## src/rtl/stopwatch_accum_ctrl.sv

```systemverilog
// Stopwatch sequencing controller: owns elapsed count and last-lap registers and
// time-shares one external 16-bit adder between tick increments and lap splits.
module stopwatch_accum_ctrl #(
  parameter int unsigned MAX_COUNT = 59999
) (
  input  logic        clk,
  input  logic        rst,
  input  logic        tick,
  input  logic        start_stop,
  input  logic        clear,
  input  logic        lap,
  output logic [15:0] add_a,
  output logic [15:0] add_b,
  output logic        add_cin,
  input  logic [15:0] add_s,
  input  logic        add_cout,
  output logic [15:0] count,
  output logic [15:0] split,
  output logic        split_valid,
  output logic        running,
  output logic        busy,
  output logic        overflow,
  output logic        overrun
);

  localparam logic [15:0] MAX_C = 16'(MAX_COUNT);
  localparam logic [15:0] MOD_C = 16'(MAX_COUNT + 1);

  typedef enum logic {
    STOPPED,
    RUNNING
  } run_state_e;

  typedef enum logic [1:0] {
    OP_NONE,
    OP_INC,
    OP_SUB
  } op_e;

  run_state_e  run_q, run_d;
  op_e         op_q, op_d;
  logic [15:0] count_q, count_d;
  logic [15:0] last_lap_q, last_lap_d;
  logic [15:0] split_q, split_d;
  logic        split_valid_q, split_valid_d;
  logic        overflow_q, overflow_d;
  logic        overrun_q, overrun_d;
  logic        tick_pend_q, tick_pend_d;
  logic        lap_pend_q, lap_pend_d;
  logic        tick_req;
  logic        lap_req;

  always_ff @(posedge clk or posedge rst) begin
    if (rst) begin
      run_q         <= STOPPED;
      op_q          <= OP_NONE;
      count_q       <= '0;
      last_lap_q    <= '0;
      split_q       <= '0;
      split_valid_q <= 1'b0;
      overflow_q    <= 1'b0;
      overrun_q     <= 1'b0;
      tick_pend_q   <= 1'b0;
      lap_pend_q    <= 1'b0;
    end else begin
      run_q         <= run_d;
      op_q          <= op_d;
      count_q       <= count_d;
      last_lap_q    <= last_lap_d;
      split_q       <= split_d;
      split_valid_q <= split_valid_d;
      overflow_q    <= overflow_d;
      overrun_q     <= overrun_d;
      tick_pend_q   <= tick_pend_d;
      lap_pend_q    <= lap_pend_d;
    end
  end

  always_comb begin
    add_a   = '0;
    add_b   = '0;
    add_cin = 1'b0;
    case (op_q)
      OP_INC: begin
        add_a   = count_q;
        add_cin = 1'b1;
      end
      OP_SUB: begin
        add_a   = count_q;
        add_b   = ~last_lap_q;
        add_cin = 1'b1;
      end
      default: ;
    endcase
  end

  always_comb begin
    run_d         = run_q;
    op_d          = OP_NONE;
    count_d       = count_q;
    last_lap_d    = last_lap_q;
    split_d       = split_q;
    split_valid_d = 1'b0;
    overflow_d    = overflow_q;
    overrun_d     = overrun_q;
    tick_pend_d   = tick_pend_q;
    lap_pend_d    = lap_pend_q;
    tick_req      = tick | tick_pend_q;
    lap_req       = lap | lap_pend_q;

    if (start_stop) begin
      run_d = (run_q == RUNNING) ? STOPPED : RUNNING;
    end

    case (op_q)
      OP_INC: begin
        if (count_q == MAX_C) begin
          count_d    = '0;
          overflow_d = 1'b1;
        end else begin
          count_d = add_s;
        end
      end
      OP_SUB: begin
        // A borrow means the count wrapped since the last lap; add one period back.
        split_d       = add_cout ? add_s : add_s + MOD_C;
        last_lap_d    = count_q;
        split_valid_d = 1'b1;
      end
      default: ;
    endcase

    if (run_q == RUNNING) begin
      if (start_stop) begin
        tick_pend_d = 1'b0;
        lap_pend_d  = 1'b0;
      end else begin
        if (tick && tick_pend_q) overrun_d = 1'b1;
        if (lap && lap_pend_q) overrun_d = 1'b1;
        if (tick_req) begin
          op_d        = OP_INC;
          tick_pend_d = 1'b0;
          lap_pend_d  = lap_req;
        end else if (lap_req) begin
          op_d       = OP_SUB;
          lap_pend_d = 1'b0;
        end
      end
    end else if (clear) begin
      // Clear overrides the result capture of any op still in flight.
      count_d       = '0;
      last_lap_d    = '0;
      split_d       = '0;
      split_valid_d = 1'b0;
      overflow_d    = 1'b0;
      overrun_d     = 1'b0;
      tick_pend_d   = 1'b0;
      lap_pend_d    = 1'b0;
    end
  end

  assign count       = count_q;
  assign split       = split_q;
  assign split_valid = split_valid_q;
  assign running     = (run_q == RUNNING);
  assign busy        = (op_q != OP_NONE);
  assign overflow    = overflow_q;
  assign overrun     = overrun_q;

endmodule

```

## config.mk

```make
export PLATFORM = sky130hd
export DESIGN_NAME = stopwatch_accum_ctrl
export DESIGN_NICKNAME = d
export VERILOG_FILES = /design/src/rtl/stopwatch_accum_ctrl.sv
export SDC_FILE = /design/constraint.sdc
export NUM_CORES = 1
export LEC_CHECK = 0
export CORE_MARGIN = 5
export CORE_UTILIZATION = 49
export DETAILED_ROUTE_END_ITERATION = 10
export GPL_TIMING_DRIVEN = 1
export HOLD_SLACK_MARGIN = 0.15
export PLACE_DENSITY_LB_ADDON = 0.25
export RECOVER_POWER = 100
export SYNTH_ARGS = -nofsm -noshare
export SYNTH_HDL_FRONTEND = slang
export SYNTH_SLANG_ARGS = --single-unit
```

## constraint.sdc

```tcl
create_clock -name clk -period 5.2 [get_ports clk]
set_input_delay 1.04 -clock clk [delete_from_list [all_inputs] [get_ports clk]]
set_output_delay 1.04 -clock clk [all_outputs]
set_load 0.005 [all_outputs]
```

==> results.json, run 1 <==
{
  "result_of_the_run": "finished with violations",
  "failed_checks": "max-capacitance violations, max-slew violations",
  "syn_inst": 266,
  "post_drt_wl_per_cell_um": 15.89,
  "initial_standard_cell_utilization_of_the_core": 0.5025,
  "design.die.area_um2": 7211,
  "postSynth.asyncResetShare": 1.000,
  "multi_input_gate_area_in_the_final_layout_um2": 1261,
  "syn-mean-instance-area_um2": 10.34,
  "timing.final.max_slew_violations": 82,
  "antenna_violations_before_repair": 0,
  "crit_path_top_delay_cell": "sky130_fd_sc_hd__ha_1",
  "dr.first_iter.drc_count": 153,
  "final_worst_clock_skew_ns": 0.01078,
  "fin_crit_sh": 0.7511,
  "layout.nets": 379,
  "grt_setup_unrepaired": "no",
  "synth_compound_gate_area_share": 0.07689,
  "total_switching_power_w": 0.0004460,
  "worstSetupPathType": "reg -> out",
  "post_synth_main_area_contributors": "sky130_fd_sc_hd__dfrtp_1, sky130_fd_sc_hd__mux2i_1, sky130_fd_sc_hd__nor2_1, sky130_fd_sc_hd__nor2b_1, sky130_fd_sc_hd__and2_1",
  "intPower_w": 0.0009003,
  "worstSetupEndpointType": "primary output",
  "postLayoutCellArea_um2": 3762,
  "ctsResizeCount": 0,
  "share_comb_of_total_power": 0.369,
  "post-synth-top-area-cell": "sky130_fd_sc_hd__dfrtp_1",
  "die_width_um": 84.92,
  "firstDrtPassIters": 4,
  "worst_hold_path.num_cells": 1,
  "ys_seq_elements": 55,
  "rrSetupSlack_ns": 1.93,
  "crit_arrival_ns": 2.87,
  "ctsHoldBuffers": 0,
  "clock_insertion_delay_worst_skew_ns": 0.30,
  "final_period_minus_worst_setup_slack_ns": 3.906,
  "maxCapViolations": 3,
  "final-seq-area_um2": 1376,
  "synth_xor_xnor_area_share": 0.01911,
  "design.core.area_um2": 5473,
  "yosys.cell_types.count": 39,
  "synth_simple_gate_area_frac": 0.2066,
  "yosys-mux-area-fraction": 0.1419,
  "gp_routability_congestion": 0.8595,
  "finalSetupViolCount": 0,
  "synth.cell_area_um2": 2750,
  "peakVddDrop_mv": 0.2006,
  "fillers": 469,
  "fmaxAchievable_mhz": 256.0,
  "ys.warnings.count": 0,
  "grt_use_total": 0.1960,
  "r2r-start": "op_q[1]",
  "worst_r2r_endpoint": "count[10]",
  "grt_pass1_vias": 2221,
  "r2r.worst_path.cells": 5,
  "worstPathCellList": "inv_1, ha_1, nor2b_1, dlygate4sd3_1",
  "via_per_inst": 5.173,
  "pwr-share-seq": 0.469,
  "grt_first_pass_wirelength_um": 11340,
  "synth_adder_area_share": 0.01820,
  "synthFlopType": "sky130_fd_sc_hd__dfrtp_1",
  "setup-tns-final_ns": 0,
  "power_leakage_nw": 1.793,
  "largest_net_degree_at_the_start_of_global_routing": 56,
  "via_count": 2188,
  "tritoncts": "yes",
  "post_cts.repair.setup_buffers": 0,
  "yosysTopAreaCellShare": 0.5005,
  "cts_h_tree_depth": 2,
  "antennaDiodeCount": 0,
  "post_synthesis_net_count": 293,
  "std_cell_rows": 27,
  "die_h_um": 84.92,
  "placed_area_um2": 3710,
  "synth_edf_count": 0,
  "finish.utilization": 0.6875,
  "cts_buffers": 5,
  "power.switching_fraction": 0.3313,
  "detail_route.drc_violations": 0,
  "hold_end": "overflow",
  "synth_top_family_by_area": "simple AND/OR/NAND/NOR gates",
  "worstMarginPinSlew_ns": 1.893,
  "place.detailed.hpwl_um": 4828,
  "relative_contribution_of_the_clock_network_to_total_power": 0.162,
  "critPathRequiredTime_ns": 4.16,
  "boundaryPins": 93,
  "root_buffer": "sky130_fd_sc_hd__clkbuf_8",
  "grt_remaining_overflow": 0,
  "timing.final.hold_violations": 0,
  "start_kind": "flip-flop",
  "io_buffers": 92,
  "cts.sink_count": 55,
  "worst-path-max-fanout": 37,
  "ctsLongestPathBuffers": 2,
  "layout-drive-gt1-share": 0.03419,
  "hold_path.class": "reg -> reg",
  "final_antenna_net_count": 0,
  "min-delay-start": "overflow",
  "synth.yosys.seq_area_share": 0.5005,
  "area_growth_pct": 36.81,
  "cpPeakStageDelay_ns": 1.23,
  "drt-total-wl_um": 6720,
  "path_clk_slew_ns": 0.09,
  "relSlewSlack": -0.2643,
  "pwr_density_cell_nw_per_um2": 357.9
}
## Yosys cell counts, types with 4 or more instances
cell type	number
sky130_fd_sc_hd__xnor2_1	4
sky130_fd_sc_hd__nor2_1	47
sky130_fd_sc_hd__mux2i_1	39
sky130_fd_sc_hd__ha_1	4
sky130_fd_sc_hd__buf_2	6
sky130_fd_sc_hd__o21ai_0	14
sky130_fd_sc_hd__nand2_1	4
sky130_fd_sc_hd__and2_1	17
sky130_fd_sc_hd__a21oi_1	6
sky130_fd_sc_hd__dfrtp_1	55
sky130_fd_sc_hd__clkbuf_1	8
sky130_fd_sc_hd__or3_1	4
sky130_fd_sc_hd__nor2b_1	20
sky130_fd_sc_hd__inv_1	8
## per-layer routing
metal	vias up	share of wire	global-route usage
met5	-	0	0
met1	1057	0.44	0.2577
li1	1066	-	-
met3	8	0.052	0.04951
met4	0	0.016	0.05612
met2	57	0.49	0.3217
## registers in the layout, summed over array words and instances (netlist names)
signal and flops:
split 16, lap_pend_q 1, last_lap_q 16, count 16
running 1, op_q 2, overflow 1, split_valid 1
overrun 1
## stage by stage
| step | hold WS [ns] | std cells | power [W] | setup slack [ns] |
|---|---|---|---|---|
| floorplan | 0.4829 | 266 | 0.0008609 | 2.817 |
| global placement | 0.4749 | 417 | 0.001183 | 2.242 |
| detailed placement | 0.4858 | 417 | 0.001197 | 2.183 |
| CTS | 0.5119 | 423 | 0.001414 | 1.845 |
| global route | 0.5385 | 423 | 0.001449 | 1.107 |
| finish | 0.5001 | 423 | 0.001346 | 1.294 |
## cell usage in the layout (no fill, tap or decap), types with 2 or more instances in the layout
master                            netlist  layout
sky130_fd_sc_hd__a211oi_1               2       2
sky130_fd_sc_hd__a21oi_1                6       6
sky130_fd_sc_hd__a311oi_1               2       2
sky130_fd_sc_hd__a31oi_1                2       2
sky130_fd_sc_hd__and2_0                 0       6
sky130_fd_sc_hd__and2_1                17      11
sky130_fd_sc_hd__and4bb_2               2       2
sky130_fd_sc_hd__clkbuf_1               8       2
sky130_fd_sc_hd__clkbuf_8               0       5
sky130_fd_sc_hd__clkdlybuf4s50_1        0      25
sky130_fd_sc_hd__dfrtp_1               55      55
sky130_fd_sc_hd__dlygate4sd3_1          0      67
sky130_fd_sc_hd__ha_1                   4       4
sky130_fd_sc_hd__inv_1                  8       7
sky130_fd_sc_hd__mux2i_1               39      39
sky130_fd_sc_hd__nand2_1                4       4
sky130_fd_sc_hd__nor2_1                47      47
sky130_fd_sc_hd__nor2b_1               20      20
sky130_fd_sc_hd__o21ai_0               14      15
sky130_fd_sc_hd__or3_1                  4       4
sky130_fd_sc_hd__xnor2_1                4       4
sky130_fd_sc_hd__xor2_1                 2       2
## final cells by class
class / instances / area share
inverter: 8 / 0.007981
timing repair buffer: 94 / 0.2478
sequential: 55 / 0.3658
clock buffer: 6 / 0.01929
multi-input combinational: 188 / 0.3352
tap: 72 / 0.02394
## worst max-delay path: cells and delay by family (launching register included)
family | cells | cell delay [ns]
buf+inv | 2 | 0.68
simple gates | 1 | 0.25
fa+ha+maj | 1 | 1.23
flops | 1 | 0.40
## power by group through the flow
stage	sequential, W	combinational (W)	clock (W)
after floorplan	0.000625	0.000236	0
after global placement	0.000641	0.000543	0
after detailed placement	0.000644	0.000553	0
after CTS	0.000637	0.000554	0.000223
after global routing	0.000654	0.000552	0.000242
final	0.000631	0.000497	0.000219
## worst max-delay path by stage
stage,to,start
global route,add_b[9],op_q[0]
finish,add_b[1],op_q[0]
detailed placement,add_b[1],op_q[0]
CTS,add_b[1],op_q[0]
floorplan,count[0],rst
global placement,add_b[15],op_q[0]
## logic make-up after synthesis
kind of cell             Yosys count
multiplexers                      39
AO/OA/AOI/OAI                     33
AND/OR/NAND/NOR                  106
flip-flops                        55
adder cells (fa/ha/maj)            4
buffers and inverters             23
XOR/XNOR                           6
Power figures use the tool's default switching activity.
==> run 2, diff against run 1 <==
--- a/config.mk
+++ b/config.mk
@@ -6,7 +6,7 @@
 export NUM_CORES = 1
 export LEC_CHECK = 0
 export CORE_MARGIN = 5
-export CORE_UTILIZATION = 49
+export CORE_UTILIZATION = 41
 export DETAILED_ROUTE_END_ITERATION = 10
 export GPL_TIMING_DRIVEN = 1
 export HOLD_SLACK_MARGIN = 0.15
==> constraint.sdc (replaced) <==
create_clock -name clk -period 3.4 [get_ports clk]
set_input_delay 0.68 -clock clk [delete_from_list [all_inputs] [get_ports clk]]
set_output_delay 0.68 -clock clk [all_outputs]
set_load 0.005 [all_outputs]
==> results.json, run 2 (same netlist as run 1, synthesis figures left out) <==
{
  "placed_area_um2": 3751,
  "via_per_inst": 5.046,
  "pwr_density_cell_nw_per_um2": 558.5,
  "boundaryPins": 93,
  "antennaDiodeCount": 0,
  "ctsLongestPathBuffers": 2,
  "detail_route.drc_violations": 0,
  "post_cts.repair.setup_buffers": 0,
  "ctsHoldBuffers": 0,
  "peakVddDrop_mv": 0.2747,
  "fmaxAchievable_mhz": 332.7,
  "drt-total-wl_um": 6900,
  "maxCapViolations": 1,
  "setup-tns-final_ns": 0,
  "timing.final.max_slew_violations": 17,
  "initial_standard_cell_utilization_of_the_core": 0.4282,
  "firstDrtPassIters": 4,
  "worst-path-max-fanout": 50,
  "worst_hold_path.num_cells": 1,
  "root_buffer": "sky130_fd_sc_hd__clkbuf_8",
  "power_leakage_nw": 1.779,
  "finalSetupViolCount": 0,
  "antenna_violations_before_repair": 0,
  "start_kind": "flip-flop",
  "crit_path_top_delay_cell": "sky130_fd_sc_hd__dlygate4sd3_1",
  "grt_first_pass_wirelength_um": 11630,
  "design.core.area_um2": 6422,
  "cp_top_family": "buffers and inverters",
  "cts_h_tree_depth": 2,
  "fin_hold_ws_ns": 0.4970,
  "critical_path_cell_count": 5,
  "worstPathCellList": "inv_1, ha_1, buf_12, nor2b_1, dlygate4sd3_1",
  "relSlewSlack": -0.3056,
  "cpPeakStageDelay_ns": 0.59,
  "dr.first_iter.drc_count": 80,
  "worst_slack_ns": 0.3943,
  "gp_routability_congestion": 0.8120,
  "crit_arrival_ns": 2.33,
  "final_worst_clock_skew_ns": 0.006175,
  "dp_worst_setup_slack_ns": 0.9282,
  "std_cell_rows": 29,
  "path_clk_slew_ns": 0.09,
  "layout.nets": 382,
  "grt_remaining_overflow": 0,
  "cts.sink_count": 55,
  "final_antenna_net_count": 0,
  "clock_insertion_delay_worst_skew_ns": 0.31,
  "via_count": 2185,
  "worstMarginPinSlew_ns": 1.938,
  "grt_setup_unrepaired": "no",
  "r2r.worst_path.cells": 4,
  "grt_use_total": 0.1693,
  "ctsResizeCount": 0,
  "tritoncts": "yes",
  "design.die.area_um2": 8446,
  "fin_crit_sh": 0.8840,
  "largest_net_degree_at_the_start_of_global_routing": 51,
  "place.detailed.hpwl_um": 5025,
  "grt_pass1_vias": 2285,
  "postLayoutCellArea_um2": 3812,
  "die_h_um": 91.90,
  "cts_buffers": 5,
  "area_growth_pct": 38.63,
  "io_buffers": 92,
  "die_width_um": 91.90,
  "final_common_cell": "sky130_fd_sc_hd__dlygate4sd3_1",
  "result_of_the_run": "finished with violations",
  "final_period_minus_worst_setup_slack_ns": 3.006,
  "failed_checks": "max-capacitance violations, max-slew violations",
  "hold_path.class": "reg -> reg",
  "worstSetupPathType": "reg -> out",
  "layout-drive-gt1-share": 0.03652,
  "worstSetupEndpointType": "primary output",
  "post_drt_wl_per_cell_um": 15.94,
  "mostFrequentLayoutCells": "sky130_fd_sc_hd__dlygate4sd3_1, sky130_fd_sc_hd__dfrtp_1, sky130_fd_sc_hd__nor2_1",
  "timing.final.hold_violations": 0,
  "cp.buffers_inverters": 3,
  "critPathRequiredTime_ns": 2.72
}
## run 2: layout make-up
class / instances / area [um2]
tap: 77 / 96.34
inverter: 8 / 30.03
timing repair buffer: 97 / 959.7
clock buffer: 8 / 100.1
sequential: 55 / 1376
fill: 548 / 2610
multi-input combinational: 188 / 1250
## run 2: per-stage QoR
| stage | power, W | util | cells |
|---|---|---|---|
| global route | 0.002278 | 0.5936 | 433 |
| global placement | 0.001828 | 0.5841 | 425 |
| floorplan | 0.001317 | - | 266 |
| detailed placement | 0.001849 | 0.5841 | 425 |
| finish | 0.002129 | 0.5936 | 433 |
| CTS | 0.002242 | 0.5996 | 433 |
## run 2: worst register-to-register path, delay by kind of cell, from the launching register on
kind / cells / cell delay (ns)
compound gates: 1 / 1.50
flops: 1 / 0.44
simple gates: 3 / 0.60
## run 2: power breakdown
part	leakage (nW)	internal (W)	switching, W
Clock	0.0515	0.000186	0.000205
Combinational	0.982	0.000425	0.000344
Sequential	0.746	0.000818	0.000152
Total	1.78	0.00143	0.000701
## run 2: path summary, 6_finish.rpt
kind | startpoint | endpoint | slack [ns]
max | op_q[0] | add_b[5] | 0.39
min | overflow | overflow | 0.50
max reg2reg | count[10] | count[11] | 0.67
min reg2reg | overflow | overflow | 0.50
max in group asynchronous | rst | count[7] | 1.01
min in group asynchronous | rst | split[1] | 1.23
## run 2: per-layer routing
metal  up-vias  routed length, um  global-route usage
met1      1046               3113              0.2242
met3         7                477             0.05237
met4         0                 48             0.02599
met5         -                  0                   0
li1       1070                  -                   -
met2        62               3260              0.2798
==> run 3, diff against run 2 <==
--- a/config.mk
+++ b/config.mk
@@ -12,6 +12,7 @@
 export HOLD_SLACK_MARGIN = 0.15
 export PLACE_DENSITY_LB_ADDON = 0.25
 export RECOVER_POWER = 100
+export REMOVE_ABC_BUFFERS = 1
 export SYNTH_ARGS = -nofsm -noshare
 export SYNTH_HDL_FRONTEND = slang
 export SYNTH_SLANG_ARGS = --single-unit
==> results.json, run 3 (same netlist as run 1, synthesis figures left out) <==
{
  "grt_remaining_overflow": 0,
  "grt_setup_unrepaired": "no",
  "layout-drive-gt1-share": 0.04213,
  "design.die.area_um2": 8446,
  "fin_crit_sh": 0.8397,
  "final_common_cell": "sky130_fd_sc_hd__dlygate4sd3_1",
  "ctsLongestPathBuffers": 2,
  "ctsResizeCount": 0,
  "grt_first_pass_wirelength_um": 11770,
  "cts_h_tree_depth": 2,
  "mostFrequentLayoutCells": "sky130_fd_sc_hd__dlygate4sd3_1, sky130_fd_sc_hd__dfrtp_1, sky130_fd_sc_hd__nor2_1",
  "clock_insertion_delay_worst_skew_ns": 0.30,
  "firstDrtPassIters": 4,
  "path_clk_slew_ns": 0.09,
  "fmaxAchievable_mhz": 350.3,
  "peakVddDrop_mv": 0.3089,
  "area_growth_pct": 37.94,
  "worstSetupEndpointType": "primary output",
  "pwr_density_cell_nw_per_um2": 547.9,
  "timing.final.max_slew_violations": 49,
  "worstSetupPathType": "reg -> out",
  "hold_path.class": "reg -> reg",
  "placed_area_um2": 3754,
  "grt_use_total": 0.1724,
  "crit_arrival_ns": 2.17,
  "boundaryPins": 93,
  "setup-tns-final_ns": 0,
  "worstMarginPinSlew_ns": 1.998,
  "cts.sink_count": 55,
  "layout.nets": 384,
  "via_per_inst": 5.164,
  "postLayoutCellArea_um2": 3794,
  "relSlewSlack": -0.3463,
  "place.detailed.hpwl_um": 5253,
  "die_width_um": 91.90,
  "initial_standard_cell_utilization_of_the_core": 0.4282,
  "start_kind": "flip-flop",
  "cts_buffers": 5,
  "worst-path-max-fanout": 28,
  "design.core.area_um2": 6422,
  "grt_pass1_vias": 2227,
  "post_cts.repair.setup_buffers": 0,
  "antennaDiodeCount": 0,
  "final_period_minus_worst_setup_slack_ns": 2.855,
  "root_buffer": "sky130_fd_sc_hd__clkbuf_8",
  "final_worst_clock_skew_ns": 0.004685,
  "detail_route.drc_violations": 0,
  "ctsHoldBuffers": 0,
  "rrSetupSlack_ns": 0.59,
  "critPathRequiredTime_ns": 2.72,
  "finalSetupViolCount": 0,
  "power_leakage_nw": 1.800,
  "fillers": 564,
  "final_antenna_net_count": 0,
  "drt-total-wl_um": 7169,
  "antenna_violations_before_repair": 0,
  "gp_routability_congestion": 0.7439,
  "failed_checks": "max-capacitance violations, max-slew violations",
  "via_count": 2236,
  "largest_net_degree_at_the_start_of_global_routing": 32,
  "maxCapViolations": 2,
  "io_buffers": 92,
  "result_of_the_run": "finished with violations",
  "tritoncts": "yes",
  "post_drt_wl_per_cell_um": 16.56,
  "dr.first_iter.drc_count": 95,
  "timing.final.hold_violations": 0,
  "die_h_um": 91.90,
  "std_cell_rows": 29
}
run 3: changes by cell type in the layout (fill, tap and decap cells not counted):
cell	change
sky130_fd_sc_hd__buf_4	+2
sky130_fd_sc_hd__o211ai_2	+1
sky130_fd_sc_hd__ha_2	+1
sky130_fd_sc_hd__clkbuf_1	+1
sky130_fd_sc_hd__and2_1	+6
sky130_fd_sc_hd__ha_1	-1
sky130_fd_sc_hd__o211ai_1	-1
sky130_fd_sc_hd__nor2b_1	-1
sky130_fd_sc_hd__clkbuf_8	-2
sky130_fd_sc_hd__and2_0	-6
sky130_fd_sc_hd__clkdlybuf4s50_1	-5
sky130_fd_sc_hd__nor2b_2	+1
sky130_fd_sc_hd__dlygate4sd3_1	+5
sky130_fd_sc_hd__buf_12	-1
run 3: layout make-up:
class | count | area (um2) | share of cell area
clock buffer | 6 | 72.57 | 0.01913
inverter | 8 | 30.03 | 0.007916
multi-input combinational | 188 | 1260 | 0.3321
sequential | 55 | 1376 | 0.3628
tap | 77 | 96.34 | 0.02540
timing repair buffer | 99 | 958.4 | 0.2526
run 3: worst paths after layout:
path	startpoint	endpoint	cells past startpoint
max	op_q[0]	add_b[2]	4
max in group asynchronous	rst	last_lap_q[11]	3
min	overflow	overflow	1
max reg2reg	count[10]	count[15]	4
min in group asynchronous	rst	last_lap_q[3]	2
min reg2reg	overflow	overflow	1
run 3: metal layers:
| metal | routed length [um] | global-route usage | vias to the layer above | share of wire |
|---|---|---|---|---|
| met5 | 0 | 0 | - | 0 |
| met3 | 444 | 0.04255 | 8 | 0.062 |
| met4 | 70 | 0.03713 | 0 | 0.0098 |
| met1 | 3351 | 0.2419 | 1077 | 0.47 |
| li1 | - | - | 1075 | - |
| met2 | 3302 | 0.2719 | 76 | 0.46 |
run 3: where the power goes:
part           internal [W]  switching [W]  total, W
sequential         0.000818       0.000152  0.000969
combinational      0.000423       0.000351  0.000774
clock              0.000138       0.000197  0.000335
run 3: worst max-delay path: stages (launching register included):
cell and delay [ns]:
sky130_fd_sc_hd__dfrtp_1 0.40, sky130_fd_sc_hd__inv_1 0.09, sky130_fd_sc_hd__ha_2 0.57, sky130_fd_sc_hd__nor2b_1 0.20, sky130_fd_sc_hd__dlygate4sd3_1 0.60
run 3: through the flow:
| step | total power, W | utilization | hold WS [ns] | setup slack [ns] | cells |
|---|---|---|---|---|---|
| detailed placement | 0.001853 | 0.5845 | 0.4926 | 0.8946 | 427 |
| floorplan | 0.001299 | - | 0.4829 | 0.7150 | 251 |
| global placement | 0.001827 | 0.5845 | 0.4732 | 0.9555 | 427 |
| CTS | 0.002186 | 0.5958 | 0.5122 | 0.5667 | 433 |
| finish | 0.002079 | 0.5907 | 0.5041 | 0.5450 | 433 |
| global route | 0.002222 | 0.5907 | 0.5249 | 0.2876 | 433 |
